[config.mk]
export PLATFORM = sky130hd
export DESIGN_NAME = slave_serial_port
export DESIGN_NICKNAME = d
export VERILOG_FILES = /design/src/rtl/slave_serial_port.sv
export SDC_FILE = /design/constraint.sdc
export NUM_CORES = 1
export LEC_CHECK = 0
export BUFFER_PORTS_ARGS = -buffer_cell sky130_fd_sc_hd__buf_2
export CAP_MARGIN = 40
export CORE_ASPECT_RATIO = 0.9
export CORE_UTILIZATION = 51
export DETAILED_ROUTE_END_ITERATION = 16
export PLACE_DENSITY_LB_ADDON = 0.08
export SKIP_LAST_GASP = 1
export SLEW_MARGIN = 20
export SYNTH_ARGS = -nofsm -noshare
export SYNTH_HDL_FRONTEND = slang
export SYNTH_SLANG_ARGS = --single-unit
export TNS_END_PERCENT = 50
[constraint.sdc]
create_clock -name clk -period 2.2 [get_ports clk]
set_clock_uncertainty 0.15 [all_clocks]
set_input_delay 0.22 -clock clk [delete_from_list [all_inputs] [get_ports clk]]
set_output_delay 0.22 -clock clk [all_outputs]
set_load 0.03 [all_outputs]
[src/rtl/slave_serial_port.sv]
// slave_serial_port: host-facing serial front end of the slave.
// Deserializes rw/addr/data frames, strobes node writes, and
// shifts node reads back out on sdo. Optional parity bit per
// frame when SLAVE_PORT_PARITY_EN is defined.
// Ports: clk, reset (async, active high), cs_n/sclk/sdi (async
// pins), sdo, write/write_addr/write_node (memory write port),
// read_addr/read_node (memory read port), frame_err, busy.
module slave_serial_port #(
    parameter int ADDR_W      = 5,
    parameter int DATA_W      = 12,
    parameter int SYNC_STAGES = 2
) (
    input  logic              clk,
    input  logic              reset,
    input  logic              cs_n,
    input  logic              sclk,
    input  logic              sdi,
    output logic              sdo,
    output logic              write,
    output logic [ADDR_W-1:0] write_addr,
    output logic [DATA_W-1:0] write_node,
    output logic [ADDR_W-1:0] read_addr,
    input  logic [DATA_W-1:0] read_node,
    output logic              frame_err,
    output logic              busy
);

`ifdef SLAVE_PORT_PARITY_EN
    localparam int PAR = 1;
`else
    localparam int PAR = 0;
`endif
    localparam int SH_W  = DATA_W - 1 + PAR;
    localparam int CNT_W = $clog2(DATA_W + 2);
    localparam logic [CNT_W-1:0] CMD_LAST = CNT_W'(ADDR_W);
    localparam logic [CNT_W-1:0] WD_LAST  = CNT_W'(DATA_W - 1 + PAR);
    localparam logic [CNT_W-1:0] RD_LAST  = CNT_W'(DATA_W - 1);
`ifdef SLAVE_PORT_PARITY_EN
    localparam logic [CNT_W-1:0] CMD_RD   = CNT_W'(ADDR_W + 1);
`endif

    typedef enum logic [2:0] {
        IDLE, CMD, WDATA, RWAIT, RDATA, DONE
    } state_t;

    state_t state;

    // Synchronizers reset low so a cs_n already low at reset
    // release never looks like a falling edge.
    logic [SYNC_STAGES-1:0] cs_sync, sclk_sync, sdi_sync;
    logic cs_q, sclk_q;

    always_ff @(posedge clk or posedge reset) begin
        if (reset) begin
            cs_sync   <= '0;
            sclk_sync <= '0;
            sdi_sync  <= '0;
            cs_q      <= 1'b0;
            sclk_q    <= 1'b0;
        end else begin
            cs_sync   <= {cs_sync[SYNC_STAGES-2:0], cs_n};
            sclk_sync <= {sclk_sync[SYNC_STAGES-2:0], sclk};
            sdi_sync  <= {sdi_sync[SYNC_STAGES-2:0], sdi};
            cs_q      <= cs_sync[SYNC_STAGES-1];
            sclk_q    <= sclk_sync[SYNC_STAGES-1];
        end
    end

    logic cs_s, sclk_s, sdi_s;
    logic cs_rise, cs_fall, sclk_rise, sclk_fall;

    assign cs_s      = cs_sync[SYNC_STAGES-1];
    assign sclk_s    = sclk_sync[SYNC_STAGES-1];
    assign sdi_s     = sdi_sync[SYNC_STAGES-1];
    assign cs_rise   = cs_s & ~cs_q;
    assign cs_fall   = ~cs_s & cs_q;
    assign sclk_rise = sclk_s & ~sclk_q;
    assign sclk_fall = ~sclk_s & sclk_q;

    logic [CNT_W-1:0]  cnt;
    logic [SH_W-1:0]   sh;
    logic [SH_W:0]     sh_next;
    logic [DATA_W-2:0] tx_sh;
    logic [ADDR_W-1:0] addr_q;

    assign sh_next = {sh, sdi_s};
    assign busy    = (state != IDLE);

`ifdef SLAVE_PORT_PARITY_EN
    // Running XOR of every received bit; nonzero means bad parity.
    logic par_acc, rd_bad, par_bad;
    assign par_bad = par_acc ^ sh_next[0];
`endif

    always_ff @(posedge clk or posedge reset) begin
        if (reset) begin
            state      <= IDLE;
            cnt        <= '0;
            sh         <= '0;
            tx_sh      <= '0;
            addr_q     <= '0;
            sdo        <= 1'b0;
            write      <= 1'b0;
            write_addr <= '0;
            write_node <= '0;
            read_addr  <= '0;
            frame_err  <= 1'b0;
`ifdef SLAVE_PORT_PARITY_EN
            par_acc    <= 1'b0;
            rd_bad     <= 1'b0;
`endif
        end else begin
            write     <= 1'b0;
            frame_err <= 1'b0;
            if (cs_rise && state != IDLE && state != DONE) begin
                state     <= IDLE;
                frame_err <= 1'b1;
                sdo       <= 1'b0;
            end else begin
                case (state)
                    IDLE: begin
                        if (cs_fall) begin
                            state <= CMD;
                            cnt   <= '0;
                            sh    <= '0;
`ifdef SLAVE_PORT_PARITY_EN
                            par_acc <= 1'b0;
`endif
                        end
                    end
                    CMD: begin
                        if (sclk_rise) begin
                            sh  <= sh_next[SH_W-1:0];
                            cnt <= cnt + 1'b1;
`ifdef SLAVE_PORT_PARITY_EN
                            par_acc <= par_bad;
`endif
                            if (cnt == CMD_LAST) begin
                                addr_q <= sh_next[ADDR_W-1:0];
                                if (sh_next[ADDR_W]) begin
                                    state <= WDATA;
                                    cnt   <= '0;
                                end else begin
`ifndef SLAVE_PORT_PARITY_EN
                                    read_addr <= sh_next[ADDR_W-1:0];
                                    state     <= RWAIT;
                                    cnt       <= '0;
`endif
                                end
                            end
`ifdef SLAVE_PORT_PARITY_EN
                            // Reads carry their parity bit right after addr.
                            else if (cnt == CMD_RD) begin
                                rd_bad    <= par_bad;
                                frame_err <= par_bad;
                                if (!par_bad)
                                    read_addr <= sh_next[ADDR_W:1];
                                state <= RWAIT;
                                cnt   <= '0;
                            end
`endif
                        end
                    end
                    WDATA: begin
                        if (sclk_rise) begin
                            sh  <= sh_next[SH_W-1:0];
                            cnt <= cnt + 1'b1;
`ifdef SLAVE_PORT_PARITY_EN
                            par_acc <= par_bad;
`endif
                            if (cnt == WD_LAST) begin
                                state <= DONE;
`ifdef SLAVE_PORT_PARITY_EN
                                if (!par_bad) begin
                                    write      <= 1'b1;
                                    write_addr <= addr_q;
                                    write_node <= sh_next[DATA_W:1];
                                end else begin
                                    frame_err  <= 1'b1;
                                end
`else
                                write      <= 1'b1;
                                write_addr <= addr_q;
                                write_node <= sh_next;
`endif
                            end
                        end
                    end
                    RWAIT: begin
                        // First cycle lets read_node settle after read_addr.
                        if (cnt == '0) begin
                            cnt <= 1;
                        end else begin
                            cnt   <= '0;
                            state <= RDATA;
`ifdef SLAVE_PORT_PARITY_EN
                            if (rd_bad) begin
                                sdo   <= 1'b0;
                                tx_sh <= '0;
                            end else begin
                                sdo   <= read_node[DATA_W-1];
                                tx_sh <= read_node[DATA_W-2:0];
                            end
`else
                            sdo   <= read_node[DATA_W-1];
                            tx_sh <= read_node[DATA_W-2:0];
`endif
                        end
                    end
                    RDATA: begin
                        // The MSB is already out; the fall ahead of the
                        // first data rise must keep it.
                        if (sclk_fall && cnt != '0) begin
                            sdo   <= tx_sh[DATA_W-2];
                            tx_sh <= {tx_sh[DATA_W-3:0], 1'b0};
                        end
                        if (sclk_rise) begin
                            cnt <= cnt + 1'b1;
                            if (cnt == RD_LAST) begin
                                state <= DONE;
                                sdo   <= 1'b0;
                            end
                        end
                    end
                    DONE: begin
                        if (cs_rise)
                            state <= IDLE;
                    end
                    default: state <= IDLE;
                endcase
            end
        end
    end

endmodule

# After elaboration in Yosys (flattened, before gate mapping)
# Cells that the tools add are included.
[totals]
regBits = 67
inputBits = 17
out_inout_bits = 26
[op_classes]
n_addsub = 1
n_eq_ne = 21
muxes = 33
bitwise = 10
n_reduce_logical = 21
[ops]
columns = ["cell", "n"]
rows = [
  ["11-bit 2-to-1 mux", 4],
  ["11-bit one-hot mux with 2 select lines", 2],
  ["3-bit 2-to-1 mux", 8],
  ["3-bit != test (second input constant)", 6],
  ["4-bit 2-to-1 mux", 4],
  ["4-bit one-hot mux with 4 select lines", 1],
  ["4-bit AND reduction", 4],
  ["3-bit one-hot mux with 5 select lines", 1],
  ["1-bit 2-to-1 mux", 12],
  ["5-bit AND reduction", 2],
  ["2-bit != test (second input constant)", 4],
  ["4-bit nonzero test", 2],
  ["7-bit AND reduction", 1],
  ["3-bit by 2-bit equality test with 1-bit output (second input constant)", 2],
  ["3-bit equality test (second input constant)", 2],
  ["3-bit by 1-bit != test with 1-bit output (second input constant)", 2],
  ["1-bit inverter", 6],
  ["3-bit nonzero test", 2],
  ["4-bit by 1-bit adder with 4-bit output (second input constant)", 1],
  ["1-bit AND", 4],
  ["4-bit by 3-bit equality test with 1-bit output (second input constant)", 1],
  ["4-bit equality test (second input constant)", 1],
  ["4-bit zero test", 1],
  ["2-bit by 1-bit != test with 1-bit output (second input constant)", 2],
  ["other kinds (7)", 11],
]

# Depth between registers and ports, before layout
# Gate-level depths: netlist of run 1.
[logic_depth]
word_depth = 8
ltp_mapped = 8
mapped_depth_nobuf = 7

# Worst setup path after synthesis of run 1
# No wires, ideal clock.
[synth_timing]
path_type = "reg-to-reg"
start = "register cnt[0]"
end = "register tx_sh[1]"
setup_time_ns = 0.125
arrival_time_ns = 1.854
path_slack_ns = 0.071
stages_incl_launch_ff = 9
path_buffers = 1
synth_period_minus_slack_ns = 2.129
path_cell_list = "dfrtp_1 -> inv_1 -> ha_1 -> nor3b_1 -> nor3b_1 -> a31oi_1 -> nor3_1 -> buf_4 -> mux2_2"
[synth_between]
elab_chain_len = 4
word_cells_on_any_way = 6
classes_between = "2 x eq/ne; 4 x reduce/logical"
[synth_lines]
columns = ["item", "line", "text"]
rows = [
  ["start: declaration", "80", "logic [CNT_W-1:0] cnt;"],
  ["start signal: assignment", "134", "cnt <= cnt + 1'b1;"],
  ["start signal: assignment", "167", "cnt <= cnt + 1'b1;"],
  ["start signal: assignment", "218", "cnt <= cnt + 1'b1;"],
  ["4-bit nonzero test", "213", "if (sclk_fall && cnt != '0) begin"],
  ["1-bit logical AND", "213", ""],
  ["2-bit != test (no line)", "--", ""],
  ["4-bit AND reduction (no line) *", "--", ""],
  ["end signal: assignment", "206", "tx_sh <= read_node[DATA_W-2:0];"],
  ["end signal: assignment", "215", "tx_sh <= {tx_sh[DATA_W-3:0], 1'b0};"],
  ["end: declaration", "83", "logic [DATA_W-2:0] tx_sh;"],
]
# Mark *: on every way between the ends. The rest lies on a longest branch, timed or not.
# A chain may end at the register's enable or synchronous reset.

# Final worst setup path of run 1
[layout_timing]
start = "register cnt[1]"
end = "register tx_sh[1]"
# Same word-level chain as after synthesis.

==> implementation parameters, run 1 <==
Parameter                              Value

Critical path
  FF-to-FF setup slack    70 ps
  Worst Reg-to-Reg Cells    8
  Maximum single-stage delay on the critical path    400 ps
  CP top delay family    simple AND/OR/NAND/NOR gates
  Terminus of the critical flop-to-flop path    tx_sh[1]
  Kind of end point of the critical path    register
  Largest fanout on the critical path    6
  Endpoint arrival time on the critical path    2210 ps
  Library cell contributing the largest single delay on the critical path    dfrtp_1
  Bufs and invs on worst path    2
  Worst path cell trace    inv_2 > ha_1 > nor3b_2 > nor3b_2 > a31oi_1 > nor3_2 > buf_4 > mux2_2
  WP data required    2280 ps
  Worst Setup Start Kind    register
  Cell type with the highest occurrence count on the critical path    nor3b_2
  Setup CP Type    register to register
  Startpoint of the worst register-to-register path    cnt[1]

Route
  DR WL/cell    14.9 µm
  DRC errors left    0
  Routed vias    2060
  Per-cell via count in the routed design    5.31
  DRC violation total after the first TritonRoute iteration    154
  DRT Wirelength    5.78 mm
  ANT nets after route    0
  First drt pass iteration count    4

Yosys
  Dominant synthesized flop cell    dfrtp_1
  Asr flop ratio synth    1.00
  Biggest area consumer among synthesized cells    dfrtp_1
  Post-synthesis average cell area    12.2 µm²
  Warnings from Yosys    0
  Most repeated cell in the gate-level netlist after synthesis    dfrtp_1
  Top area cells in the synthesized netlist    dfrtp_1 (55%), mux2_2 (14%), mux2_4 (4.4%)
  Number of enable flip-flop cells after synthesis    0
  Synthesized flop and latch total    67
  Post-synthesis instance area    3050 µm²
  Sequential area share after synthesis    0.550
  Post-synthesis cell type count    46
  Post-synthesis cell count    250
  Number of nets produced by synthesis    270
  Portion of synthesized cell area occupied by the leading cell type    0.550
  Leading cell types by count after synthesis    dfrtp_1 (67), mux2_2 (39), nand2_1 (24)

Floorplan
  Boundary Pins    43
  Die span in y    75.3 µm
  Cell row count    26
  Starting Density    0.532
  DIE AREA    6290 µm²
  Core area    5730 µm²
  Die width    83.5 µm

Min path
  Startpoint of the tightest hold check path    read_node[11]
  Hold endpoint    sdo
  Worst Hold Class    primary input to register
  WHS Path Cells    3

Clocking
  Total clock buffers created by CTS    9
  Clk Tree Root Cell    clkbuf_8
  TritonCTS sink count    67
  Number of H-tree levels    3
  TritonCTS clock tree    done
  Maximum buffer depth of the clock tree    2
  Clock latency reported for the late side of the worst-skew pair    350 ps
  CTS clock-pin slew for the worst setup and hold paths    70 ps

Final layout
  Growth of design area from synthesis to finish    20.3%
  Number of antenna repair diodes    0
  Count of fill cells added during filler insertion    474
  Final Core Density    0.641
  Share of cells above drive strength 1    0.425
  Number of nets in the layout    333

GRT
  Maximum number of pins on one net before global-route repair    27
  All-layer global routing usage    0.197
  Vias in the first global route    1908
  Number of antenna violations at the first check in global routing    0
  Global-route wire length before repair    9.43 mm
  Overflow left after global routing    0

Pwr
  Worst ir drop on vdd    0.000658 V
  Static power due to leakage    1.92 nW
  Power Density    1070 nW/µm²

Timing
  Measured slew at the worst slew-check pin    493 ps
  Final number of max-transition violations    0
  Tightest slew margin relative to the limit    0.671
  Setup repair after global routing missed its margin    true
  Final worst-path cycle share    0.968
  Fmax achieved    470 MHz
  Final Hold Vio Count    0
  Setup TNS    0 ps
  Final Critical Period    2130 ps
  Count of endpoints failing setup in the final report    0

Placed design
  HPWL reported at the end of detailed placement    3.85 mm
  Placer's final routability congestion estimate    0.837
  PortBufs    42

Outcome
  Run status    complete, no violations

Flow run
  Number of maximum-capacitance constraint violations    0
[metrics by stage]
| stage | total power, mW | hold WS [ps] | worst slack, ps | area (µm²) | cells |
|---|---|---|---|---|---|
| after floorplan | 2.60 | 101 | 71.4 | 3050 | 250 |
| after global placement | 2.97 | 124 | 105 | 3410 | 365 |
| after detailed placement | 2.98 | 129 | 42.5 | 3410 | 365 |
| after CTS | 3.93 | 49.3 | 34.1 | 3640 | 386 |
| after global routing | 4.19 | 64.8 | -39.6 | 3670 | 388 |
| final | 3.93 | 56.6 | 70.4 | 3670 | 388 |
[area by class of cell]
| type | count | area, µm² | area share |
|---|---|---|---|
| clock buffers | 11 | 141 | 0.0386 |
| flip-flops and latches | 67 | 1680 | 0.457 |
| well taps | 70 | 87.6 | 0.0239 |
| clock inverters | 5 | 37.5 | 0.0102 |
| multi-input cells | 164 | 1280 | 0.349 |
| inverters | 6 | 22.5 | 0.00614 |
| repair buffers | 65 | 420 | 0.115 |
[cell families after synthesis]
family / count (synthesis) / synth area share
AND/OR/NAND/NOR: 75 / 0.133
flip-flops: 67 / 0.550
multiplexers: 49 / 0.192
AO/OA/AOI/OAI: 33 / 0.0661
buffers and inverters: 19 / 0.0345
adder cells (fa/ha/maj): 4 / 0.0156
XOR/XNOR: 3 / 0.00862
[state kept, by name, summed over array words and instances, names as in the netlist, 2 cells and up]
name / count
sh: 11
read_addr: 5
cs_sync: 2
sclk_sync: 2
addr_q: 5
cnt: 4
write_addr: 5
state: 3
tx_sh: 11
write_node: 12
sdi_sync: 2
[report_power, final]
| group | leakage [nW] | internal (mW) | switching [mW] |
|---|---|---|---|
| clock | 0.0859 | 0.443 | 0.476 |
| combinational | 0.947 | 0.633 | 0.731 |
| sequential | 0.883 | 1.45 | 0.198 |
| total | 1.92 | 2.52 | 1.40 |
[layout by cell type, fill, tap and decap left out, drive strengths merged]
| master | synthesis | routed |
|---|---|---|
| maj3 | 1 | 1 |
| nor2b | 5 | 5 |
| a221oi | 2 | 2 |
| dfrtp | 67 | 67 |
| mux2i | 1 | 1 |
| a21oi | 4 | 4 |
| mux2 | 48 | 48 |
| ha | 3 | 3 |
| nor2 | 10 | 10 |
| nor3 | 5 | 5 |
| a31oi | 3 | 3 |
| o32a | 1 | 1 |
| or2b | 1 | 1 |
| or4 | 2 | 2 |
| and3b | 1 | 1 |
| a22oi | 1 | 1 |
| clkinvlp | 0 | 2 |
| nand3 | 13 | 13 |
| xnor2 | 1 | 1 |
| or4b | 1 | 1 |
| nand2 | 24 | 24 |
| nand4b | 1 | 1 |
| clkbuf | 4 | 11 |
| nor4b | 1 | 1 |
| dlygate4sd3 | 0 | 5 |
| o31ai | 1 | 1 |
| and3 | 2 | 2 |
| nand4 | 1 | 1 |
| inv | 6 | 7 |
| or3 | 1 | 1 |
| and2b | 1 | 1 |
| nor3b | 2 | 2 |
| nand2b | 4 | 4 |
| o21ai | 20 | 20 |
| clkinv | 0 | 2 |
| buf | 9 | 60 |
| a32o | 1 | 1 |
| xor2 | 2 | 2 |
[repair_timing]
action                                 4_1_cts  5_1_grt
buffers inserted                             0        1
gates resized for setup                      0        7
hold buffers                                 5        0
endpoints found under the hold margin       25        0
setup endpoints to repair                    0       11
[how the worst max path moves through the flow]
stage | startpoint | end | depth (start not counted)
floorplan | cnt[0] | tx_sh[1] | 8
global placement | cnt[1] | tx_sh[6] | 8
detailed placement | cnt[1] | tx_sh[5] | 8
CTS | cnt[1] | tx_sh[1] | 8
global route | cnt[1] | tx_sh[6] | 8
finish | cnt[1] | tx_sh[1] | 8
[layer usage]
layer  track usage  share of wire  vias to the layer above
li1              -              -                     1005
met2         0.300           0.46                       38
met3        0.0715          0.043                        7
met1         0.267           0.48                     1010
met4        0.0678         0.0090                        0
met5             0              0                        -
[worst min-delay path, stage by stage]
cell	delay (ps)
buf_2	80
o31ai_1	60
a31oi_1	150
No activity file was read; power rests on OpenSTA's default activity.
==> inputs of run 2 (changes only) <==
Settings changed: CELL_PAD_IN_SITES_DETAIL_PLACEMENT set to 1, CELL_PAD_IN_SITES_GLOBAL_PLACEMENT set to 1, CORE_UTILIZATION 51 to 41.
==> run 2 against run 1 <==
Worst setup slack lost 8.7 ps. Cell area grew 4.5%. Final cell count grew 7.0%. Fmax shrank 0.41%. Critical path type unchanged.
==> implementation parameters, run 2 (synthesis gave the netlist of run 1 again) <==
Parameter                              Value

Outcome
  Run status    complete, no violations (unchanged)

Timing
  Final number of max-transition violations    0 (unchanged)
  Final worst-path cycle share    0.972 (was 0.968)
  Fmax achieved    468 MHz (was 470 MHz)
  Tightest slew margin relative to the limit    0.716 (was 0.671)
  Final Hold Vio Count    0 (unchanged)
  Setup repair after global routing missed its margin    true (unchanged)
  Worst setup margin    61.7 ps (was 70.4 ps)
  Measured slew at the worst slew-check pin    425 ps (was 493 ps)
  Final Critical Period    2140 ps (was 2130 ps)
  Count of endpoints failing setup in the final report    0 (unchanged)

Pwr
  Static power due to leakage    1.99 nW (was 1.92 nW)
  Overall power of the completed layout    4.40 mW (was 3.93 mW)
  Worst ir drop on vdd    0.000471 V (was 0.000658 V)
  Power Density    1150 nW/µm² (was 1070 nW/µm²)

Critical path
  Worst Reg-to-Reg Cells    6 (was 8)
  Kind of end point of the critical path    register (unchanged)
  Largest fanout on the critical path    4 (was 6)
  Endpoint arrival time on the critical path    2270 ps (was 2210 ps)
  WP data required    2330 ps (was 2280 ps)
  Worst Setup Start Kind    register (unchanged)
  Startpoint of the worst setup timing path    cnt[0] (was cnt[1])
  Terminus of the critical flop-to-flop path    cnt[2] (was tx_sh[1])
  FF-to-FF setup slack    60 ps (was 70 ps)
  Setup CP Type    register to register (unchanged)
  Startpoint of the worst register-to-register path    cnt[0] (was cnt[1])

Route
  ANT nets after route    0 (unchanged)
  DRC errors left    0 (unchanged)
  DRC violation total after the first TritonRoute iteration    82 (was 154)
  Routed vias    2157 (was 2060)
  Per-cell via count in the routed design    5.20 (was 5.31)
  First drt pass iteration count    5 (was 4)
  DRT Wirelength    6.74 mm (was 5.78 mm)
  DR WL/cell    16.3 µm (was 14.9 µm)

Clocking
  Total clock buffers created by CTS    9 (unchanged)
  TritonCTS sink count    67 (unchanged)
  Number of H-tree levels    3 (unchanged)
  Clock latency reported for the late side of the worst-skew pair    340 ps (was 350 ps)
  Clk Tree Root Cell    clkbuf_8 (unchanged)
  Maximum buffer depth of the clock tree    2 (unchanged)
  CTS clock-pin slew for the worst setup and hold paths    70 ps (about the same)
  TritonCTS clock tree    done (unchanged)

Floorplan
  Core area    7110 µm² (was 5730 µm²)
  Die width    92.9 µm (was 83.5 µm)
  DIE AREA    7780 µm² (was 6290 µm²)
  Die span in y    83.8 µm (was 75.3 µm)
  Boundary Pins    43 (unchanged)
  Cell row count    29 (was 26)
  Starting Density    0.429 (was 0.532)

Placed design
  HPWL reported at the end of detailed placement    4.50 mm (was 3.85 mm)
  Post-Place Setup Slack    44.6 ps (was 42.5 ps)
  Placer's final routability congestion estimate    0.776 (was 0.837)
  PortBufs    42 (unchanged)
  Placed instance count    390 (was 365)

Final layout
  Count of fill cells added during filler insertion    762 (was 474)
  Leading cell type in the layout, fill and taps excluded    dfrtp_1 (unchanged)
  Flip-flop count of the largest register, all copies and words added    12 (unchanged)
  Top library cells by usage in the layout, fill and taps aside    dfrtp_1 (67), buf_2 (42), mux2_2 (29), nand2_1 (24) (was dfrtp_1 (67), buf_2 (42), mux2_2 (39), nand2_1 (24), o21ai_0 (19))
  Growth of design area from synthesis to finish    25.7% (was 20.3%)
  Share of cells above drive strength 1    0.441 (was 0.425)
  Post-Layout Cell Count    415 (was 388)
  Number of antenna repair diodes    0 (unchanged)
  Number of nets in the layout    337 (was 333)
  Reg with most FFs    write_node (unchanged)
  Final Core Density    0.539 (was 0.641)
  Registers with the most flip-flops    write_node x12, sh x11, tx_sh x11 (unchanged)

Flow run
  Number of maximum-capacitance constraint violations    0 (unchanged)

Min path
  Worst Hold Class    primary input to register (unchanged)
  WHS Path Cells    4 (was 3)
  Hold endpoint    tx_sh[1] (was sdo)
  Startpoint of the tightest hold check path    read_node[1] (was read_node[11])

GRT
  Vias in the first global route    2320 (was 1908)
  Overflow left after global routing    0 (unchanged)
  Global-route wire length before repair    11.3 mm (was 9.43 mm)
  Maximum number of pins on one net before global-route repair    36 (was 27)
  All-layer global routing usage    0.189 (was 0.197)
  Number of antenna violations at the first check in global routing    0 (unchanged)
-- run 2: changes by cell type in the layout (fill, tap and decap cells not counted), moves of 2 or more --
cell       change
buf_4          +3
bufinv_16      +2
mux2_2        -10
mux2_4        +10
-- run 2: worst max path at each step --
stage	end	slack (ps)	cells past startpoint
floorplan	tx_sh[1]	70	8
global placement	tx_sh[1]	130	8
detailed placement	tx_sh[2]	40	8
CTS	tx_sh[2]	50	8
global route	cnt[2]	-20	6
finish	cnt[2]	60	6
-- run 2: layout make-up --
type / instances / area, µm² / area share
sequential: 67 / 1680 / 0.437
multi-input combinational: 164 / 1330 / 0.346
timing repair buffer: 69 / 454 / 0.119
clock buffer: 11 / 151 / 0.0395
tap: 93 / 116 / 0.0304
clock inverter: 5 / 83.8 / 0.0219
inverter: 6 / 22.5 / 0.00588
-- run 2: per-layer routing --
| metal | GRT usage | wire, µm | vias up |
|---|---|---|---|
| met4 | 0.0503 | 79 | 0 |
| met3 | 0.0592 | 219 | 8 |
| li1 | - | - | 1018 |
| met2 | 0.299 | 3160 | 33 |
| met1 | 0.250 | 3290 | 1098 |
| met5 | 0 | 0 | - |
-- run 2: worst max-delay path, cell delays in order (launching register included) --
cell     delay [ps]
dfrtp_1         390
buf_4           150
ha_1            200
and3b_1         220
o32a_1          380
or4b_1          510
nand2_1          90
-- run 2: timing repair --
action	in CTS	in global routing
endpoints found under the setup margin	0	13
endpoints found under the hold margin	19	0
hold buffers	5	0
setup buffers	0	3
resized for setup	0	20
-- run 2: per-stage QoR --
stage	setup TNS (ps)	hold slack (ps)	area, µm²
2_1_floorplan	0	101	3050
3_3_place_gp	0	71.8	3450
3_5_place_dp	0	79.5	3450
4_1_cts	0	60.8	3740
5_1_grt	-19.2	77.0	3830
6_report	0	79.6	3830
-- run 2: power breakdown --
part | internal (mW) | total, mW | switching, mW
Sequential | 1.45 | 1.63 | 0.178
Combinational | 0.761 | 1.58 | 0.823
Clock | 0.704 | 1.19 | 0.482
Total | 2.91 | 4.40 | 1.48
